==> config.mk <==
export PLATFORM = sky130hd
export DESIGN_NAME = tone_divider
export DESIGN_NICKNAME = d
export VERILOG_FILES = /design/src/rtl/tone_divider.sv
export SDC_FILE = /design/constraint.sdc
export NUM_CORES = 1
export LEC_CHECK = 0
export CORE_MARGIN = 3
export CORE_UTILIZATION = 55
export DETAILED_ROUTE_END_ITERATION = 8
export PLACE_DENSITY = 0.78
export SYNTH_ARGS = -nofsm -noshare
export SYNTH_HDL_FRONTEND = slang
export SYNTH_SLANG_ARGS = --single-unit
==> constraint.sdc <==
create_clock -name clk -period 5.5 [get_ports clk]
set_input_delay 1.1 -clock clk [delete_from_list [all_inputs] [get_ports clk]]
set_output_delay 1.1 -clock clk [all_outputs]
set_load 0.02 [all_outputs]
==> src/rtl/tone_divider.sv <==
// Square-wave tone generator for a speaker: divides clk by 2*half_period,
// either continuously or as counted bursts of full periods.
module tone_divider #(
  parameter int WIDTH = 16,
  parameter int DUR_W = 16
) (
  input  logic             clk,
  input  logic             rst,
  input  logic             en,
  input  logic [WIDTH-1:0] half_period,
  input  logic             burst_mode,
  input  logic [DUR_W-1:0] burst_len,
  input  logic             start,
  output logic             sclk,
  output logic             busy,
  output logic             done
);

  typedef enum logic {IDLE, RUN} state_t;

  localparam logic [WIDTH-1:0] HP_ONE  = WIDTH'(1);
  localparam logic [DUR_W-1:0] REM_ONE = DUR_W'(1);

  state_t           state, state_d;
  logic [WIDTH-1:0] count, count_d;
  logic [WIDTH-1:0] hp_q, hp_d;
  logic [DUR_W-1:0] rem, rem_d;
  logic             sclk_d, busy_d, done_d;
  logic             active, at_toggle, accept;

  // Next-state logic; half_period is only ever latched into hp_q at a toggle
  // or while the divider is parked, so a running half-period is never cut short.
  always_comb begin
    active    = (state == RUN) || ((state == IDLE) && !burst_mode && en);
    at_toggle = active && (hp_q != '0) && (count == (hp_q - HP_ONE));
    accept    = (state == IDLE) && burst_mode && en && start &&
                (half_period != '0) && (burst_len != '0);

    state_d = state;
    count_d = count;
    hp_d    = hp_q;
    rem_d   = rem;
    sclk_d  = sclk;
    busy_d  = busy;
    done_d  = 1'b0;

    if (accept) begin
      state_d = RUN;
      hp_d    = half_period;
      rem_d   = burst_len;
      count_d = '0;
      sclk_d  = 1'b0;
      busy_d  = 1'b1;
    end else if ((state == RUN) && !en) begin
      state_d = IDLE;
      count_d = '0;
      hp_d    = half_period;
      sclk_d  = 1'b0;
      busy_d  = 1'b0;
    end else if (!active || (hp_q == '0)) begin
      count_d = '0;
      hp_d    = half_period;
      sclk_d  = 1'b0;
    end else if (at_toggle) begin
      count_d = '0;
      hp_d    = half_period;
      sclk_d  = ~sclk;
      // A falling edge closes one full period of the burst.
      if ((state == RUN) && sclk) begin
        rem_d = rem - REM_ONE;
        if (rem == REM_ONE) begin
          state_d = IDLE;
          busy_d  = 1'b0;
          done_d  = 1'b1;
        end
      end
    end else begin
      count_d = count + HP_ONE;
    end
  end

  always_ff @(posedge clk) begin
    if (rst) begin
      state <= IDLE;
      count <= '0;
      hp_q  <= '0;
      rem   <= '0;
      sclk  <= 1'b0;
      busy  <= 1'b0;
      done  <= 1'b0;
    end else begin
      state <= state_d;
      count <= count_d;
      hp_q  <= hp_d;
      rem   <= rem_d;
      sclk  <= sclk_d;
      busy  <= busy_d;
      done  <= done_d;
    end
  end

endmodule

# == After elaboration in Yosys (flattened, before gate mapping) ==
# Cells that the tools add are included.
# totals
reg_bits,51
inputBits,37
output_inout_bits,3
wordCells,65
# classes
n_addsub,3
n_eq_ne,5
n_mux,16
n_bitwise,4
reduce_logical,31
# op_table
op,count
two-way mux 16 bit,9
nonzero test 16 bit,3
"subtractor 16 x 1 -> 16 bit, second input constant",2
"adder 16 x 1 -> 16 bit, second input constant",1
"== test 16 x 1 -> 1 bit, second input constant",1
== test 16 bit,1
logical NOT 16 bit,1
logical AND 1 bit,11
nonzero test 3 bit,3
AND reduction 4 bit,2
two-way mux 1 bit,7
OR reduction 6 bit,1
OR reduction 5 bit,1
"inequality test 2 bit, second input constant",2
inverter 1 bit,4
nonzero test 2 bit,2
nonzero test 4 bit,1
OR reduction 4 bit,1
logical NOT 1 bit,3
"inequality test 3 bit, second input constant",1
logical OR 1 bit,2

# == Longest topological paths before layout ==
# logic_depth
word_depth,10
ltp_mapped,15
depth_no_buf,10

# == Least setup slack after synthesis ==
# Ideal clock, no wire load.
# synth_path
path_kind,register to register
startpoint,register hp_q[0]
endpoint,register rem[14]
arrival_time_ns,3.976
required_time_ns,5.409
path_slack_ns,1.433
path_stages_with_launch,16
n_path_buf,5
period_less_slack_ns,4.067
path_cell_list,dfxtp_1 clkbuf_1 inv_1 ha_1 buf_2 or4b_1 clkbuf_2 or4_1 nand3_1 nand4b_1 or4_1 buf_2 or4_1 buf_2 or4_1 a311oi_1
# synth_via
elab_chain_cells,5
elab_cells_between_ends,10
classes_between,add/sub (1); eq/ne (2); reduce/logical (7)
# synth_rtl
element,line_no,text
start: declaration,26,"logic [WIDTH-1:0] hp_q, hp_d;"
start signal: assignment,94,hp_q <= hp_d;
subtractor 16 x 1 -> 16 bit / nonzero test 16 bit (equally long branches),35,at_toggle = active && (hp_q != '0) && (count == (hp_q - HP_ONE));
== test 16 bit / logical AND 1 bit (equally long branches),35,
logical AND 1 bit,35,
nonzero test 2 bit (no line),n/a,
AND reduction 4 bit (no line) *,n/a,
end signal: assignment,95,rem <= rem_d;
end: declaration,27,"logic [DUR_W-1:0] rem, rem_d;"
# Every way passes the cells marked *; elsewhere a longest branch is shown, timed or not.
# A chain may end at the register's enable or synchronous reset.

# == Worst setup path after layout ==
# Same ends and word-level chain as after synthesis.

==> out/summary.json <==
{
  "irDropWorstVdd_mv": 0.138,
  "rsz_0062_raised_after_global_routing": "no",
  "clk-insertion-delay-late_ns": 0.30,
  "worstReg2RegStart": "hp_q[0]",
  "drc_errors": 0,
  "rows": 25,
  "drt-vias-per-instance": 5.84,
  "htreeDepth": 2,
  "route.final.wire_length_mm": 6.97,
  "hold_buffers": 0,
  "power_density_nw_per_um2": 226,
  "synth_area_per_cell_um2": 8.27,
  "layout.cell_area.non_filler_um2": 3450,
  "leakagePower_nw": 1.19,
  "internal_power_w": 0.000571,
  "ioPinCount": 40,
  "postSynthNetCount": 394,
  "share_of_total_power_in_sequential_cells_pct": 51.8,
  "root_buffer": "clkbuf_8",
  "chipWidth_um": 78.9,
  "power.net_switching_w": 0.000210,
  "startpoint": "hp_q[0]",
  "synth.lib_cells_used.distinct": 44,
  "maxCapViolations": 0,
  "criticalPathCategory": "reg -> reg",
  "layout-area-overhead-vs-synth_pct": 18.2,
  "yosys.area.top_type_share_pct": 35.0,
  "drtAntennaViolNets": 0,
  "power.share.combinational_pct": 18.4,
  "final_nets": 423,
  "crit_chain": "inv_1 -> ha_1 -> or4b_1 -> or4_1 -> nand3_1 -> nand4b_1 -> or4_1 -> or4_1 -> or4_1 -> a311oi_1",
  "power.switching_fraction_pct": 26.9,
  "timing.final.hold_violations": 0,
  "netlist_instances": 353,
  "globalplace.congestion": 0.956,
  "antenna_cells": 0,
  "synth_seq_area_share_pct": 35.0,
  "drtIter0Drc": 247,
  "cts_sinks": 51,
  "clock_tree_from_tritoncts": "built",
  "clk_pin_slew_ns": 0.08,
  "postSynth.asyncResetShare_pct": 0,
  "cp.required_ns": 5.71,
  "critical_path_arrival_ns": 4.64,
  "placed_cells": 442,
  "synth_top_cells_by_count": "59 x nor2_1, 51 x dfxtp_1, 27 x xnor2_1",
  "dp.final_hpwl_mm": 5.27,
  "core_footprint_um2": 4910,
  "power.total_w": 0.000780,
  "cts.path.max_buffers": 2,
  "finalSetupViolations": 0,
  "finish.cell_count_without_fillers": 450,
  "synth-seq-cells": 51,
  "p_clk_share_pct": 29.8,
  "synth-main-ff-cell": "dfxtp_1",
  "clock_skew_ns": 0.00950,
  "grt_pass1_wl_mm": 11.8,
  "final.hold.worst_slack_ns": 0.511,
  "timing.critical_path.from_type": "register",
  "drv_slew": 0,
  "timing.critical_path.mode_cell": "or4_1",
  "number_of_setup_buffers_added_after_cts": 0,
  "period_share_pct": 80.4,
  "share_of_post_route_cells_with_drive_strength_above_1_pct": 4.96,
  "critPathSlowestCell": "or4_1",
  "synth.area.top_cells": "dfxtp_1 35%, xnor2_1 8.1%, nor2_1 7.6%",
  "placed_inst_area_um2": 3350,
  "post_cts.resized_instances": 0,
  "synth.yosys.warnings": 0,
  "relSlewSlack_pct": 48.1,
  "final_setup_tns_ns": 0,
  "synthesis.area_um2": 2920,
  "chipHeight_um": 78.9,
  "hp-start": "rem[8]",
  "number_of_global_route_vias_before_repair": 2568,
  "grt_usage_pct": 23.6,
  "grt_overflow": 0,
  "largest_net_degree_at_the_start_of_global_routing": 35,
  "edff_count_synth": 0,
  "crit_path_max_incr_delay_ns": 0.73,
  "tightest_slew_ns": 0.771,
  "drt_pass_1_iters": 4,
  "yosys.cell_count.top_type": "nor2_1",
  "hp-class": "reg -> reg",
  "worst-path-max-fanout": 10,
  "effective_utilization_at_floorplan_pct": 59.4,
  "number_of_cts_inserted_buffers": 5,
  "highest_clock_rate_mhz": 226,
  "post_drt_wl_per_cell_um": 15.5,
  "io_buffer_count": 39,
  "die_area_um2": 6220,
  "status": "finished clean",
  "capturing_element_type_of_the_critical_path": "register",
  "yosysTopAreaCell": "dfxtp_1",
  "vias": 2629,
  "number_of_antenna_violations_at_the_first_check_in_global_routing": 0,
  "final.min_clock_period_ns": 4.42
}
-- through the flow --
stage / worst slack, ns / util, %
6_report: 1.08 / 70.2
4_1_cts: 1.10 / 70.2
2_1_floorplan: 1.43 / -
3_5_place_dp: 0.915 / 68.2
3_3_place_gp: 1.06 / 68.2
5_1_grt: 0.844 / 70.2
-- sequential cells by signal, indices dropped and copies added (netlist names) --
| name | cells |
|---|---|
| count | 16 |
| hp_q | 16 |
| done | 1 |
| rem | 16 |
| sclk | 1 |
| state | 1 |
-- routing by layer --
metal	vias up	wire [um]	track usage, %
li1	1337	-	-
met1	1237	3350	33.0
met2	48	3150	37.4
met3	7	398	4.65
met4	0	68	5.67
met5	-	0	0
-- worst max-delay path, delay by kind of cell (launching register included) --
kind | cells | cell delay [ns]
and+or+nand+nor | 7 | 3.31
DFF | 1 | 0.39
adders and majority gates | 1 | 0.30
AOI/OAI and AO/OA | 1 | 0.25
buffers and inverters | 1 | 0.09
-- logic make-up (layout without fill, tap and decap cells) --
logic type               after synthesis  in the layout  share of synthesized area [%]
AO/OA/AOI/OAI                         44             44                           11.1
buffers and inverters                 29             59                           3.99
XOR/XNOR                              42             42                           12.6
multiplexers                          17             17                           5.83
adder cells (fa/ha/maj)                4              4                           1.71
flip-flops                            51             51                           35.0
AND/OR/NAND/NOR                      166            166                           29.8
-- worst paths after layout --
check        slack, ns  cells after the start      end
max               1.08                     10  rem[14]
min               0.51                      2   rem[8]
max reg2reg       1.08                     10  rem[14]
min reg2reg       0.51                      2   rem[8]
-- layout by cell type, fill, tap and decap left out, drive strengths merged, types with 2 or more instances in the layout --
cell type	count
nor2	59
dfxtp	51
clkdlybuf4s50	39
xnor2	27
nor4	21
mux2i	17
xor2	15
nand3	14
a211oi	12
nand4	10
or3	10
nor3	10
inv	8
or4	8
nand2	8
clkbuf	8
and3	7
a21oi	7
o31ai	5
o21ai	5
or2	5
a311oi	4
ha	4
buf	4
nor2b	3
nand2b	3
nor4b	3
o31a	2
o211ai	2
-- layout make-up --
class	instances	area, um^2
Multi-Input combinational cell	273	1790
Fill cell	405	1460
Sequential cell	51	1020
Timing Repair Buffer	43	420
Clock buffer	8	100
Tap cell	67	83.8
Inverter	8	30.0
-- power by group through the flow --
stage                     combinational, W  clock [W]  sequential, W
after floorplan                  0.0000953          0       0.000404
after global placement            0.000140          0       0.000412
after detailed placement          0.000142          0       0.000412
after CTS                         0.000143   0.000235       0.000404
after global routing              0.000159   0.000251       0.000407
final                             0.000144   0.000232       0.000404
(Power assumes the default switching activity.)
